`src/rtl/riscv_pkg.sv`:
```
// rtl/riscv_pkg.sv - shared constants and types for the fetch stage
package riscv_pkg;

  localparam logic [31:0] NOP_INST          = 32'h0000_0013;
  localparam logic [31:0] DEFAULT_HALT_INST = 32'hFFFF_FFFF;

  typedef enum logic [1:0] {
    REQ  = 2'd0,
    WAIT = 2'd1,
    FULL = 2'd2,
    HALT = 2'd3
  } fetch_state_t;

endpackage

```
`src/rtl/if_fetch_unit.sv`:
```
// rtl/if_fetch_unit.sv - instruction fetch stage feeding the IF/ID register
// Single outstanding request; redirects drop in-flight responses; stops on the halt word.
module if_fetch_unit
  import riscv_pkg::*;
#(
  parameter logic [31:0] RESET_PC  = 32'h0000_0000,
  parameter logic [31:0] HALT_INST = DEFAULT_HALT_INST
) (
  input  logic        clk,
  input  logic        rst,
  input  logic        flush,
  input  logic [31:0] redirect_pc,
  input  logic        hazard,
  output logic        imem_req,
  output logic [31:0] imem_addr,
  input  logic        imem_ready,
  input  logic        imem_rvalid,
  input  logic [31:0] imem_rdata,
  output logic [31:0] if_pc,
  output logic [31:0] if_inst,
  output logic        if_valid,
  output logic        halted
);

  fetch_state_t state_q, state_d;
  logic [31:0]  pc_q, pc_d;
  logic         drop_q, drop_d;
  logic [31:0]  inst_q, inst_d;
  logic [31:0]  redirect_aligned;

  assign redirect_aligned = redirect_pc & ~32'h0000_0003;

  always_ff @(posedge clk) begin
    if (rst) begin
      state_q <= REQ;
      pc_q    <= RESET_PC;
      drop_q  <= 1'b0;
      inst_q  <= NOP_INST;
    end else begin
      state_q <= state_d;
      pc_q    <= pc_d;
      drop_q  <= drop_d;
      inst_q  <= inst_d;
    end
  end

  always_comb begin
    state_d = state_q;
    pc_d    = pc_q;
    drop_d  = drop_q;
    inst_d  = inst_q;
    unique case (state_q)
      REQ: begin
        if (flush) begin
          pc_d = redirect_aligned;
        end else if (imem_ready) begin
          state_d = WAIT;
        end
      end
      WAIT: begin
        // A redirect with no response yet leaves one stale reply in flight to discard.
        if (flush) begin
          pc_d = redirect_aligned;
          if (imem_rvalid) begin
            state_d = REQ;
            drop_d  = 1'b0;
          end else begin
            drop_d  = 1'b1;
          end
        end else if (imem_rvalid) begin
          if (drop_q) begin
            drop_d  = 1'b0;
            state_d = REQ;
          end else begin
            inst_d  = imem_rdata;
            state_d = FULL;
          end
        end
      end
      FULL: begin
        if (flush) begin
          pc_d    = redirect_aligned;
          state_d = REQ;
        end else if (!hazard) begin
          if (inst_q == HALT_INST) begin
            state_d = HALT;
          end else begin
            pc_d    = pc_q + 32'd4;
            state_d = REQ;
          end
        end
      end
      HALT: begin
        if (flush) begin
          pc_d    = redirect_aligned;
          state_d = REQ;
        end
      end
      default: state_d = REQ;
    endcase
  end

  always_comb begin
    imem_req  = (state_q == REQ) && !flush && !rst;
    imem_addr = pc_q;
    if_pc     = rst ? RESET_PC : pc_q;
    if_valid  = (state_q == FULL) && !rst;
    if_inst   = if_valid ? inst_q : NOP_INST;
    halted    = (state_q == HALT) && !rst;
  end

endmodule

```
`config.mk`:
```
export PLATFORM = sky130hd
export DESIGN_NAME = if_fetch_unit
export DESIGN_NICKNAME = d
export VERILOG_FILES = /design/src/rtl/riscv_pkg.sv /design/src/rtl/if_fetch_unit.sv
export SDC_FILE = /design/constraint.sdc
export NUM_CORES = 1
export LEC_CHECK = 0
export ABC_AREA = 1
export CAP_MARGIN = 20
export CORE_UTILIZATION = 47
export DETAILED_ROUTE_END_ITERATION = 12
export GPL_ROUTABILITY_DRIVEN = 0
export GPL_TIMING_DRIVEN = 0
export PLACE_DENSITY = 0.85
export REMOVE_ABC_BUFFERS = 1
export SLEW_MARGIN = 20
export SYNTH_ARGS = -nofsm -noshare
export SYNTH_HDL_FRONTEND = slang
export SYNTH_SLANG_ARGS = --single-unit
```
`constraint.sdc`:
```
create_clock -name clk -period 2.75 [get_ports clk]
set_input_delay 0.55 -clock clk [delete_from_list [all_inputs] [get_ports clk]]
set_output_delay 0.55 -clock clk [all_outputs]
set_load 0.05 [all_outputs]
```
# Yosys cells after proc, flatten, opt, wreduce, memory -nomap -nowiden
# Cells that the tools add are included.
dict set report op_classes {
  bitwise 2
  addsub 1
  n_reduce_logical 13
  muxes 21
  n_eq_ne 11
}
# op count
set ops {}
lappend ops {{$mux W32} 6}
lappend ops {{$pmux W32 S2} 1}
lappend ops {{$add A32 B3 Y32 const B} 1}
lappend ops {{$eq A32 B32 Y1 const B} 1}
lappend ops {{$mux W2} 10}
lappend ops {{$ne A2 B2 Y1 const B} 4}
lappend ops {{$pmux W2 S4} 1}
lappend ops {{$ne A3 B3 Y1 const B} 2}
lappend ops {{$reduce_and A5 Y1} 1}
lappend ops {{$eq A2 B2 Y1 const B} 2}
lappend ops {{$logic_and A1 B1 Y1} 4}
lappend ops {{$reduce_and A4 Y1} 1}
lappend ops {{$mux W1} 3}
lappend ops {{$reduce_and A3 Y1} 1}
lappend ops {{$reduce_or A3 Y1} 1}
lappend ops {{$eq A2 B1 Y1 const B} 1}
lappend ops {{$logic_not A1 Y1} 2}
lappend ops {{$logic_not A2 Y1} 1}
lappend ops {{$ne A2 B1 Y1 const B} 1}
lappend ops {{$not A1 Y1} 2}
lappend ops {{$reduce_and A2 Y1} 1}
lappend ops {{$reduce_bool A2 Y1} 1}
dict set report word_totals {
  regBits 67
  out_inout_bits 99
  wordCells 52
}

# Logic depth before layout (Yosys ltp)
dict set report depth {
  word_depth 5
  depth_mapped 10
  depth_no_buf 10
}

# Worst setup path after synthesis
# OpenSTA, ideal clock, no wires.
dict set report synth_timing {
  kind {input to output}
  from {in rst}
  to {out if_inst[11]}
  arrival_ps 2450
  stages 5
  slack_ps -250
  required_ps 2200
  cell_sequence {buf_2 nor2_1 inv_2 clkbuf_1 nor2_1}
}
dict set report synth_between {
  elab_chain_cells 3
}
# element line
set synth_lines {}
lappend synth_lines {{start: declaration} if_fetch_unit.sv:10} ;# input logic rst,
lappend synth_lines {{$logic_not A1 Y1} if_fetch_unit.sv:107} ;# if_valid = (state_q == FULL) && !rst;
lappend synth_lines {{$logic_and A1 B1 Y1} if_fetch_unit.sv:107}
lappend synth_lines {{named net if_valid} if_fetch_unit.sv:21} ;# output logic if_valid,
lappend synth_lines {{$mux W32} if_fetch_unit.sv:108} ;# if_inst = if_valid ? inst_q : NOP_INST;
lappend synth_lines {{end: declaration} if_fetch_unit.sv:20} ;# output logic [31:0] if_inst,
# The timed path passes the listed nets, and every way through them passes these cells.

# Worst setup path in the final report
dict set report layout_timing {
  from {reg state_q[0]}
  to {out if_inst[1]}
}
dict set report layout_between {
  elab_chain_cells 3
}
# element line
set layout_lines {}
lappend layout_lines {{start: declaration} if_fetch_unit.sv:25} ;# fetch_state_t state_q, state_d;
lappend layout_lines {{start signal: assignment} if_fetch_unit.sv:40} ;# state_q <= state_d;
lappend layout_lines {{$eq A2 B2 Y1} if_fetch_unit.sv:107}
lappend layout_lines {{$logic_and A1 B1 Y1} if_fetch_unit.sv:107}
lappend layout_lines {{$mux W32} if_fetch_unit.sv:108}
# No other way between the ends.

==> reports/qor.yml <==
run_status:
  outcome: "complete, no violations"
place:
  portBuffers: 162
  dp_hpwl_um: 9549
floorplanning:
  die_h_um: 94.80
  core_area_um2: 8258
  initial_utilization_pct: 49.02
  rows: 33
  die_area_um2: 8987
  die_w_um: 94.80
  io_pins: 169
critical_path:
  crit_buf_inv: 3
  crit_chain: "inv_1, nand2_2, nor2_1, inv_4, or2_2, dlygate4sd2_1"
  slowest_stage: "dlygate4sd2_1"
  startpoint: "state_q[0]"
  crit_family: "buffers and inverters"
  critical_path_peak_fanout: 32
  reg2reg_depth: 6
  cpPeakStageDelay_ns: 0.42
  r2r_end: "imem_addr[20]"
  crit_required_ns: 2.20
  crit_arrival_ns: 2.10
  r2r-start: "state_q[0]"
  critPathKind: "register to output pin"
  cp-end-kind: "output pin"
  rrSetupSlack_ns: 0.60
  crit_path_start_kind: "register"
synth:
  synthCells: 677
  ys_top_cells_by_area: "dfxtp_1 32%, nand2_1 15%, nor2_1 14%"
  ys_seq_elements: 65
  syn_area_um2: 4048
  synth_top_family_by_area: "simple AND/OR/NAND/NOR gates"
  synth_edf_count: 0
  ys.flop_type: "dfxtp_1"
  synthSimpleGateAreaFrac_pct: 42.72
  synth_compound_area_share_pct: 12.86
  synthDistinctLibCells: 33
  yosysTopAreaCell: "dfxtp_1"
  synthArstFlopShare_pct: 0
  synthAdderAreaFrac_pct: 0.3091
  synth-xor-area-share_pct: 0.4328
  synth.most_common_cell: "nand2_1"
  synth_top_cell_area_share_pct: 32.15
  synthTopCellsByCount: "166 x nand2_1, 146 x nor2_1, 70 x inv_1"
  muxShareOfSynthArea_pct: 0
  seq_area_frac_synth_pct: 32.15
  yosysWarningCount: 0
  syn_avg_cell_area_um2: 5.979
detailed_routing:
  dr.pass1.iters: 7
  drcViolationCount: 0
  totalWireLength_um: 12970
  vias: 4895
  routedWlPerCell_um: 13.94
  drtIter0Drc: 491
  vias_per_cell: 5.258
  ant_nets: 0
timing:
  skew_ns: 0.009037
  hold_violations: 0
  fin_crit_sh_pct: 96.45
  whs_ns: 0.4738
  rsz0062_at_grt: "false"
  max_slew.worst_pin.slew_ns: 0.9204
  setup_viol: 0
  slew_headroom_pct: 38.42
  period_minus_slack_ns: 2.652
  drv_slew: 0
  max_freq_mhz: 377.0
grt:
  grt_overflow_total: 0
  track_usage_pct: 29.53
  grt_pass1_vias: 4586
  grt_pass1_wl_um: 20900
  antenna_found_initial: 0
  grt_start_max_net_pins: 63
worst_hold_path:
  hold_class: "register to register"
  whs_path_depth: 2
  hp-start: "inst_q[14]"
  holdPathEnd: "inst_q[14]"
cells_and_area:
  finalNetCount: 892
  synthToLayoutAreaGrowth_pct: 43.37
  n_antenna_cell: 0
  n_fill_cell: 718
  multi_input_area_um2: 2295
  drive_gt1_share_pct: 6.780
  ff_latch_area_um2: 1303
clocking:
  cts_hold_buf: 0
  cts_buffer_depth: 2
  h-tree-depth: 3
  cts_tree: "yes"
  clkSlewWorstSetupHoldPaths_ns: 0.08
  cts-buffers-inserted: 9
  clk-insertion-delay-late_ns: 0.35
  root_buffer: "clkbuf_8"
  cts.sinks: 65
job:
  max_cap_viol_count: 0
power_and_ir_drop:
  peakVddDrop_v: 0.0004731
  power_density_nw_per_um2: 636.2
  power_mw: 3.692
  p_leak_nw: 2.299
[metal layers]
layer	vias to the layer above	wire [um]	part of all wire, %	GRT usage [%]
li1	2412	-	-	-
met3	32	1128	8.7	4.267
met5	-	0	0	0
met1	2182	5313	41	38.48
met2	269	6244	48	48.56
met4	0	287	2.2	12.37
[metrics by stage]
step / util (%) / cell area [um^2] / std cells / setup slack, ns / TNS, ns
final: 70.27 / 5803 / 931 / 0.09771 / 0
after CTS: 70.26 / 5802 / 931 / 0.07765 / 0
after detailed placement: 68.27 / 5638 / 915 / -0.2039 / -4.608
after floorplan: - / 3870 / 647 / -0.1771 / -5.136
after global placement: 68.09 / 5623 / 914 / -1.579 / -136.22
after global routing: 70.27 / 5803 / 931 / 0.004204 / 0
[worst reg2reg max path, stage by stage, from the launching register on]
cell        delay [ns]
dfxtp_1           0.38
inv_1             0.13
nand3_4           0.26
clkinvlp_4        0.58
or2_2             0.51
nand4_1           0.09
o21ai_0           0.09
[state kept, by name, indices dropped and copies added, names as in the netlist]
| name | count |
|---|---|
| inst_q | 32 |
| imem_addr | 30 |
| state_q | 2 |
| drop_q | 1 |
[power breakdown]
| group | switching, mW | internal (mW) | total [mW] |
|---|---|---|---|
| Clock | 0.423 | 0.426 | 0.849 |
| Combinational | 1.05 | 0.517 | 1.57 |
| Sequential | 0.169 | 1.10 | 1.27 |
[placed cells by master, fill, tap and decap left out, types with 3 or more instances in the layout]
cell / n
dfxtp_1: 64
inv_1: 69
clkdlybuf4s50_1: 129
a21oi_1: 38
nand4_1: 15
clkbuf_8: 9
o21ai_0: 51
nand2_1: 166
nor3_1: 4
dlygate4sd2_1: 31
nand3_1: 37
nor2_2: 3
nor2_1: 146
or2_2: 21
conb_1: 4
o21ai_1: 6
[layout make-up]
class                   count  share of cell area (%)
clock inverters             7                   1.337
flip-flops and latches     65                   22.45
multi-input cells         509                   39.54
clock buffers               9                   2.135
well taps                 105                   2.264
inverters                  73                   4.830
repair buffers            163                   27.45
[worst max path at each step]
stage | to | cells past startpoint | slack, ns
CTS | if_inst[0] | 5 | 0.08
detailed placement | if_inst[0] | 6 | -0.20
global route | if_inst[1] | 6 | 0.004
finish | if_inst[1] | 6 | 0.1
global placement | if_inst[0] | 5 | -1.58
floorplan | if_inst[10] | 4 | -0.18
[cells by family after synthesis]
logic type	after synthesis
xor+xnor	2
simple gates	402
flops	65
compound gates	100
buf+inv	106
fa+ha+maj	1
other cells	1
[repair_timing]
action                     4_1_cts  5_1_grt
setup buffers                    0        0
setup endpoints to repair       32        9
resized for setup               33        4
Power figures use the tool's default switching activity.
